File: src/rtl/uart_rx_byte.sv
// ============================================================================
// Module   : uart_rx_byte
// Brief    : 8N1 UART receiver, one byte per valid strobe. Defining
//            UART_RX_PARITY_EN adds an even-parity bit (11-bit frame).
// Revision : 1.0 - initial release
// ============================================================================
`default_nettype none

module uart_rx_byte #(
    parameter int CLKS_PER_BIT = 16,
    parameter int CNT_W        = 8
) (
    input  logic       clk,
    input  logic       reset,
    input  logic       rx,
    output logic [7:0] out,
    output logic       valid,
    output logic       busy,
    output logic       frame_err,
    output logic       parity_err
);

    localparam logic [2:0] c_idle      = 3'd0;
    localparam logic [2:0] c_start     = 3'd1;
    localparam logic [2:0] c_data      = 3'd2;
    localparam logic [2:0] c_stop      = 3'd3;
    localparam logic [2:0] c_wait_high = 3'd4;
`ifdef UART_RX_PARITY_EN
    localparam logic [2:0] c_parity    = 3'd5;
`endif

    localparam logic [CNT_W-1:0] c_half_m1 = CNT_W'(CLKS_PER_BIT / 2 - 1);
    localparam logic [CNT_W-1:0] c_bit_m1  = CNT_W'(CLKS_PER_BIT - 1);

    logic [2:0]       r_state;
    logic [2:0]       w_next;
    logic             r_sync1;
    logic             r_sync2;
    logic             r_prev;
    logic [CNT_W-1:0] r_cnt;
    logic [2:0]       r_bit_idx;
    logic [7:0]       r_shift;
    logic [7:0]       r_out;
    logic             r_valid;
    logic             r_frame_err;
    logic             w_fall;
    logic             w_mid;
    logic             w_end;
    logic             w_pend;
    logic             w_busy;
    logic             w_valid_set;
    logic             w_ferr_set;
    logic             w_perr_set;

    assign w_fall = r_prev & ~r_sync2;
    assign w_mid  = (r_cnt == c_half_m1);
    assign w_end  = (r_cnt == c_bit_m1);

    always_ff @(posedge clk or posedge reset) begin
        if (reset) begin
            r_state <= c_idle;
        end else begin
            r_state <= w_next;
        end
    end

    always_comb begin
        w_next = r_state;
        case (r_state)
            c_idle:      if (w_fall) w_next = c_start;
            c_start:     if (w_mid) w_next = r_sync2 ? c_idle : c_data;
            c_data: begin
                if (w_end && (r_bit_idx == 3'd7)) begin
`ifdef UART_RX_PARITY_EN
                    w_next = c_parity;
`else
                    w_next = c_stop;
`endif
                end
            end
`ifdef UART_RX_PARITY_EN
            c_parity:    if (w_end) w_next = c_stop;
`endif
            c_stop:      if (w_end) w_next = r_sync2 ? c_idle : c_wait_high;
            c_wait_high: if (r_sync2) w_next = c_idle;
            default:     w_next = c_idle;
        endcase
    end

    always_comb begin
        w_busy      = (r_state != c_idle);
        w_valid_set = 1'b0;
        w_ferr_set  = 1'b0;
        w_perr_set  = 1'b0;
        if ((r_state == c_stop) && w_end) begin
            w_valid_set = r_sync2 & ~w_pend;
            w_perr_set  = r_sync2 & w_pend;
            w_ferr_set  = ~r_sync2;
        end
    end

    always_ff @(posedge clk or posedge reset) begin
        if (reset) begin
            r_sync1 <= 1'b1;
            r_sync2 <= 1'b1;
            r_prev  <= 1'b1;
        end else begin
            r_sync1 <= rx;
            r_sync2 <= r_sync1;
            r_prev  <= r_sync2;
        end
    end

    // The counter restarts on every state change and at each data-bit boundary.
    always_ff @(posedge clk or posedge reset) begin
        if (reset) begin
            r_cnt     <= '0;
            r_bit_idx <= 3'd0;
            r_shift   <= 8'h00;
        end else begin
            if ((w_next != r_state) || ((r_state == c_data) && w_end)) begin
                r_cnt <= '0;
            end else begin
                r_cnt <= r_cnt + CNT_W'(1);
            end
            if (r_state == c_start) begin
                r_bit_idx <= 3'd0;
            end else if ((r_state == c_data) && w_end) begin
                r_shift[r_bit_idx] <= r_sync2;
                r_bit_idx          <= r_bit_idx + 3'd1;
            end
        end
    end

    always_ff @(posedge clk or posedge reset) begin
        if (reset) begin
            r_out       <= 8'h00;
            r_valid     <= 1'b0;
            r_frame_err <= 1'b0;
        end else begin
            r_valid     <= w_valid_set;
            r_frame_err <= w_ferr_set;
            if (w_valid_set) begin
                r_out <= r_shift;
            end
        end
    end

`ifdef UART_RX_PARITY_EN
    logic r_par_pend;
    logic r_parity_err;

    always_ff @(posedge clk or posedge reset) begin
        if (reset) begin
            r_par_pend   <= 1'b0;
            r_parity_err <= 1'b0;
        end else begin
            r_parity_err <= w_perr_set;
            if (r_state == c_start) begin
                r_par_pend <= 1'b0;
            end else if ((r_state == c_parity) && w_end) begin
                r_par_pend <= (r_sync2 != ^r_shift);
            end
        end
    end

    assign w_pend     = r_par_pend;
    assign parity_err = r_parity_err;
`else
    assign w_pend     = 1'b0;
    assign parity_err = 1'b0;
`endif

    assign out       = r_out;
    assign valid     = r_valid;
    assign busy      = w_busy;
    assign frame_err = r_frame_err;

endmodule

`default_nettype wire

File: config.mk
export PLATFORM = sky130hd
export DESIGN_NAME = uart_rx_byte
export DESIGN_NICKNAME = d
export VERILOG_FILES = /design/src/rtl/uart_rx_byte.sv
export SDC_FILE = /design/constraint.sdc
export NUM_CORES = 1
export LEC_CHECK = 0
export ABC_AREA = 1
export BUFFER_PORTS_ARGS = -buffer_cell sky130_fd_sc_hd__buf_2
export CAP_MARGIN = 0
export CELL_PAD_IN_SITES_DETAIL_PLACEMENT = 1
export CELL_PAD_IN_SITES_GLOBAL_PLACEMENT = 1
export CORE_ASPECT_RATIO = 0.8
export CORE_MARGIN = 4
export CORE_UTILIZATION = 40
export DETAILED_ROUTE_END_ITERATION = 8
export GPL_ROUTABILITY_DRIVEN = 1
export PLACE_DENSITY_LB_ADDON = 0.12
export SYNTH_ARGS = -nofsm -noshare
export SYNTH_HDL_FRONTEND = slang
export SYNTH_SLANG_ARGS = --single-unit
File: constraint.sdc
create_clock -name clk -period 1.5 [get_ports clk]
set_input_delay 0.3 -clock clk [delete_from_list [all_inputs] [get_ports clk]]
set_output_delay 0.3 -clock clk [all_outputs]
set_load 0.02 [all_outputs]
==> impl_metrics.env <==
export IMPL_cts_tree="done"
export IMPL_num_rows=20
export IMPL_crit_family="simple AND/OR/NAND/NOR gates"
export IMPL_routed_wl_um=3980
export IMPL_rsz0062_at_grt="true"
export IMPL_swShare_pct=36.1
export IMPL_core_area_um2=3930
export IMPL_setup_violations_final=8
export IMPL_maxSlewViolCount=0
export IMPL_endpoint="r_cnt[2]"
export IMPL_remaining_drc_errors=0
export IMPL_vias=1300
export IMPL_p_leak_uw=0.00107
export IMPL_area_delta_synth_final_pct=28.0
export IMPL_viasPerCell=4.74
export IMPL_skew_ns=0.00569
export IMPL_cp_end_kind="flop"
export IMPL_first_iter_violations=59
export IMPL_io_buffers=13
export IMPL_critPathRequiredTime_ns=1.72
export IMPL_grt_max_degree=36
export IMPL_cp_slowest_cell="dfrtp_1"
export IMPL_ir_drop_mv=0.802
export IMPL_num_antenna_cells=0
export IMPL_cp_start_kind="flop"
export IMPL_syn_area_um2=1690
export IMPL_syn_area_per_cell_um2=9.51
export IMPL_multi_input_area_um2=788
export IMPL_cts_root_buf="clkbuf_8"
export IMPL_max_freq_mhz=644
export IMPL_initial_utilization_pct=43.1
export IMPL_die_y_um=66.2
export IMPL_cp_num_buf_inv=1
export IMPL_dp_cells=253
export IMPL_drive_gt1_share_pct=45.2
export IMPL_worstPathMaxFanout=8
export IMPL_grt_pass1_vias=1369
export IMPL_cts_max_level=2
export IMPL_place_hpwl_um=2640
export IMPL_stdcell_count=274
export IMPL_yosysWarningCount=0
export IMPL_regToRegEndpoint="r_cnt[2]"
export IMPL_max_stage_delay_ns=0.40
export IMPL_grt_pass1_wl_um=6800
export IMPL_critical_path_cell_chain="ha_2 -> ha_4 -> inv_2 -> nor2_1 -> nand2_1 -> nand2_2 -> o21ai_4 -> nand3_4 -> nor2_2"
export IMPL_post_drt_wl_per_cell_um=14.5
export IMPL_outcome="finished with violations"
export IMPL_worstSkewPairLatency_ns=0.29
export IMPL_fin_ws_ns=-0.0524
export IMPL_grt_overflow=0
export IMPL_ys_seq_area_share_pct=52.0
export IMPL_grt_antenna_before_repair=0
export IMPL_cts_buffer_depth=2
export IMPL_pwr_density_cell_nw_per_um2=1310
export IMPL_rrSetupSlack_ns=-0.05
export IMPL_die_area_um2=5340
export IMPL_cp_depth=9
export IMPL_syn_num_nets=184
export IMPL_drv_cap=0
export IMPL_cts_sinks=35
export IMPL_r2r_start="r_bit_idx[0]"
export IMPL_cp_startpoint="r_bit_idx[0]"
export IMPL_clkPwrFrac_pct=24.1
export IMPL_p_int_uw=1810
export IMPL_drt_first_pass_iters=4
export IMPL_utilization_pct=55.2
export IMPL_hold_viol_final=0
export IMPL_clk_pin_slew_ns=0.07
export IMPL_crit_arrival_ns=1.77
export IMPL_grt_total_usage_pct=17.2
export IMPL_holdWs_ns=0.0963
export IMPL_power_frac_seq_pct=39.2
export IMPL_finalCritPeriodShare_pct=103
export IMPL_synth_distinct_cells=31
export IMPL_reg2reg_depth=9
export IMPL_p_sw_uw=1020
export IMPL_syn_inst=178
export IMPL_path_class="flop to flop"
export IMPL_combPwrFrac_pct=36.7
export IMPL_violations="negative setup slack"
export IMPL_fill_cells=462
export IMPL_period_needed_ns=1.55
export IMPL_globalplace_congestion=0.845
export IMPL_ys_ff_latch=35
export IMPL_hp_class="input pin to asynchronous set/reset pin"
export IMPL_drtAntennaViolNets=0
export IMPL_seqCellArea_um2=881
export IMPL_die_w_um=80.7
export IMPL_cts_inserted_buffers=5
export IMPL_finalNetCount=225
export IMPL_io_pins=15
-- power by group through the flow --
stage	logic, uW	registers, uW	clock network [uW]
floorplan	562	1120	0
global placement	689	1130	0
detailed placement	713	1130	0
CTS	818	1100	708
global route	1150	1120	749
finish	1040	1110	684
-- routing by layer --
| metal | wire length [um] | vias to the layer above | global-route usage, % |
|---|---|---|---|
| li1 | - | 646 | - |
| met1 | 1780 | 624 | 22.0 |
| met2 | 1960 | 26 | 27.9 |
| met3 | 173 | 4 | 4.22 |
| met4 | 62 | 0 | 6.96 |
| met5 | 0 | - | 0 |
-- through the flow --
step / total power, uW / instance area [um2] / setup TNS (ns) / setup WS, ns
final: 2840 / 2170 / -0.323 / -0.0524
after global routing: 3020 / 2170 / -1.07 / -0.122
after CTS: 2630 / 2040 / -0.0364 / -0.0191
after detailed placement: 1850 / 1870 / -0.441 / -0.0532
after global placement: 1810 / 1870 / 0 / 0.0116
after floorplan: 1680 / 1690 / 0 / 0.0499
-- cells by family after synthesis --
family | synth area share, %
flops | 52.0
fa+ha+maj | 2.22
buf+inv | 6.21
other cells | 0.222
simple gates | 31.2
compound gates | 6.13
xor+xnor | 2.07
-- synth_stat cells (all sizes together) --
master	n	share of area [%]
clkinv	1	0.30
xor2	3	1.6
nand3b	1	0.44
o21bai	1	0.44
dfstp	3	4.7
o21ai	13	4.3
nand2	48	12
a31o	1	0.52
nand4	2	0.74
inv	18	4.1
xnor2	1	0.52
and2	1	0.52
conb	1	0.22
nor2	26	9.6
o31ai	2	0.89
nand3	17	7.8
and3	1	0.37
dfrtp	32	47
ha	3	2.2
buf	3	1.8
-- how the worst min path moves through the flow --
| stage | start | endpoint | slack [ns] | depth (start not counted) |
|---|---|---|---|---|
| 2_1_floorplan | rx | r_sync1 | 0.30 | 0 |
| 3_3_place_gp | r_sync1 | r_sync2 | 0.35 | 0 |
| 3_5_place_dp | r_sync1 | r_sync2 | 0.35 | 0 |
| 4_1_cts | rx | r_sync1 | 0.10 | 1 |
| 5_1_grt | rx | r_sync1 | 0.11 | 1 |
| 6_report | reset | out[3] | 0.1 | 3 |
-- cell type report --
type	instances	share of cell area, %
Tap cell	55	3.18
Timing Repair Buffer	37	12.0
Clock inverter	1	0.231
Multi-Input combinational cell	121	36.4
Sequential cell	35	40.6
Clock buffer	6	3.81
Inverter	19	3.81
-- state kept, by name (all words and copies together), names as in the netlist --
| signal | count |
|---|---|
| r_state | 3 |
| r_prev | 1 |
| r_sync1 | 1 |
| r_cnt | 8 |
| r_shift | 8 |
| r_bit_idx | 3 |
| r_sync2 | 1 |
| frame_err | 1 |
| valid | 1 |
| out | 8 |
-- repair_timing --
| action | CTS | global route |
|---|---|---|
| setup buffers | 7 | 7 |
| pin swaps | 8 | 13 |
| hold endpoints to repair | 0 | 0 |
| endpoints found under the setup margin | 14 | 25 |
| hold buffers | 0 | 0 |
| gates resized for setup | 8 | 24 |
-- tightest hold or removal path, stage by stage --
cell	delay [ns]
buf_2	0.09
inv_1	0.04
buf_4	0.38
-- placed cells by master (no fill, tap or decap), types with 2 or more instances in the layout --
cell,n
buf_2,12
buf_4,22
buf_6,3
clkbuf_8,6
clkinv_2,2
dfrtp_1,31
dfstp_2,3
ha_4,2
inv_1,10
inv_2,5
inv_4,2
nand2_1,39
nand2_2,7
nand2_4,2
nand3_1,11
nand3_2,3
nand3_4,3
nand4_1,2
nor2_1,7
nor2_2,15
nor2_4,2
nor2_8,2
o21ai_1,10
xor2_1,3
No activity file was read; power rests on OpenSTA's default activity.
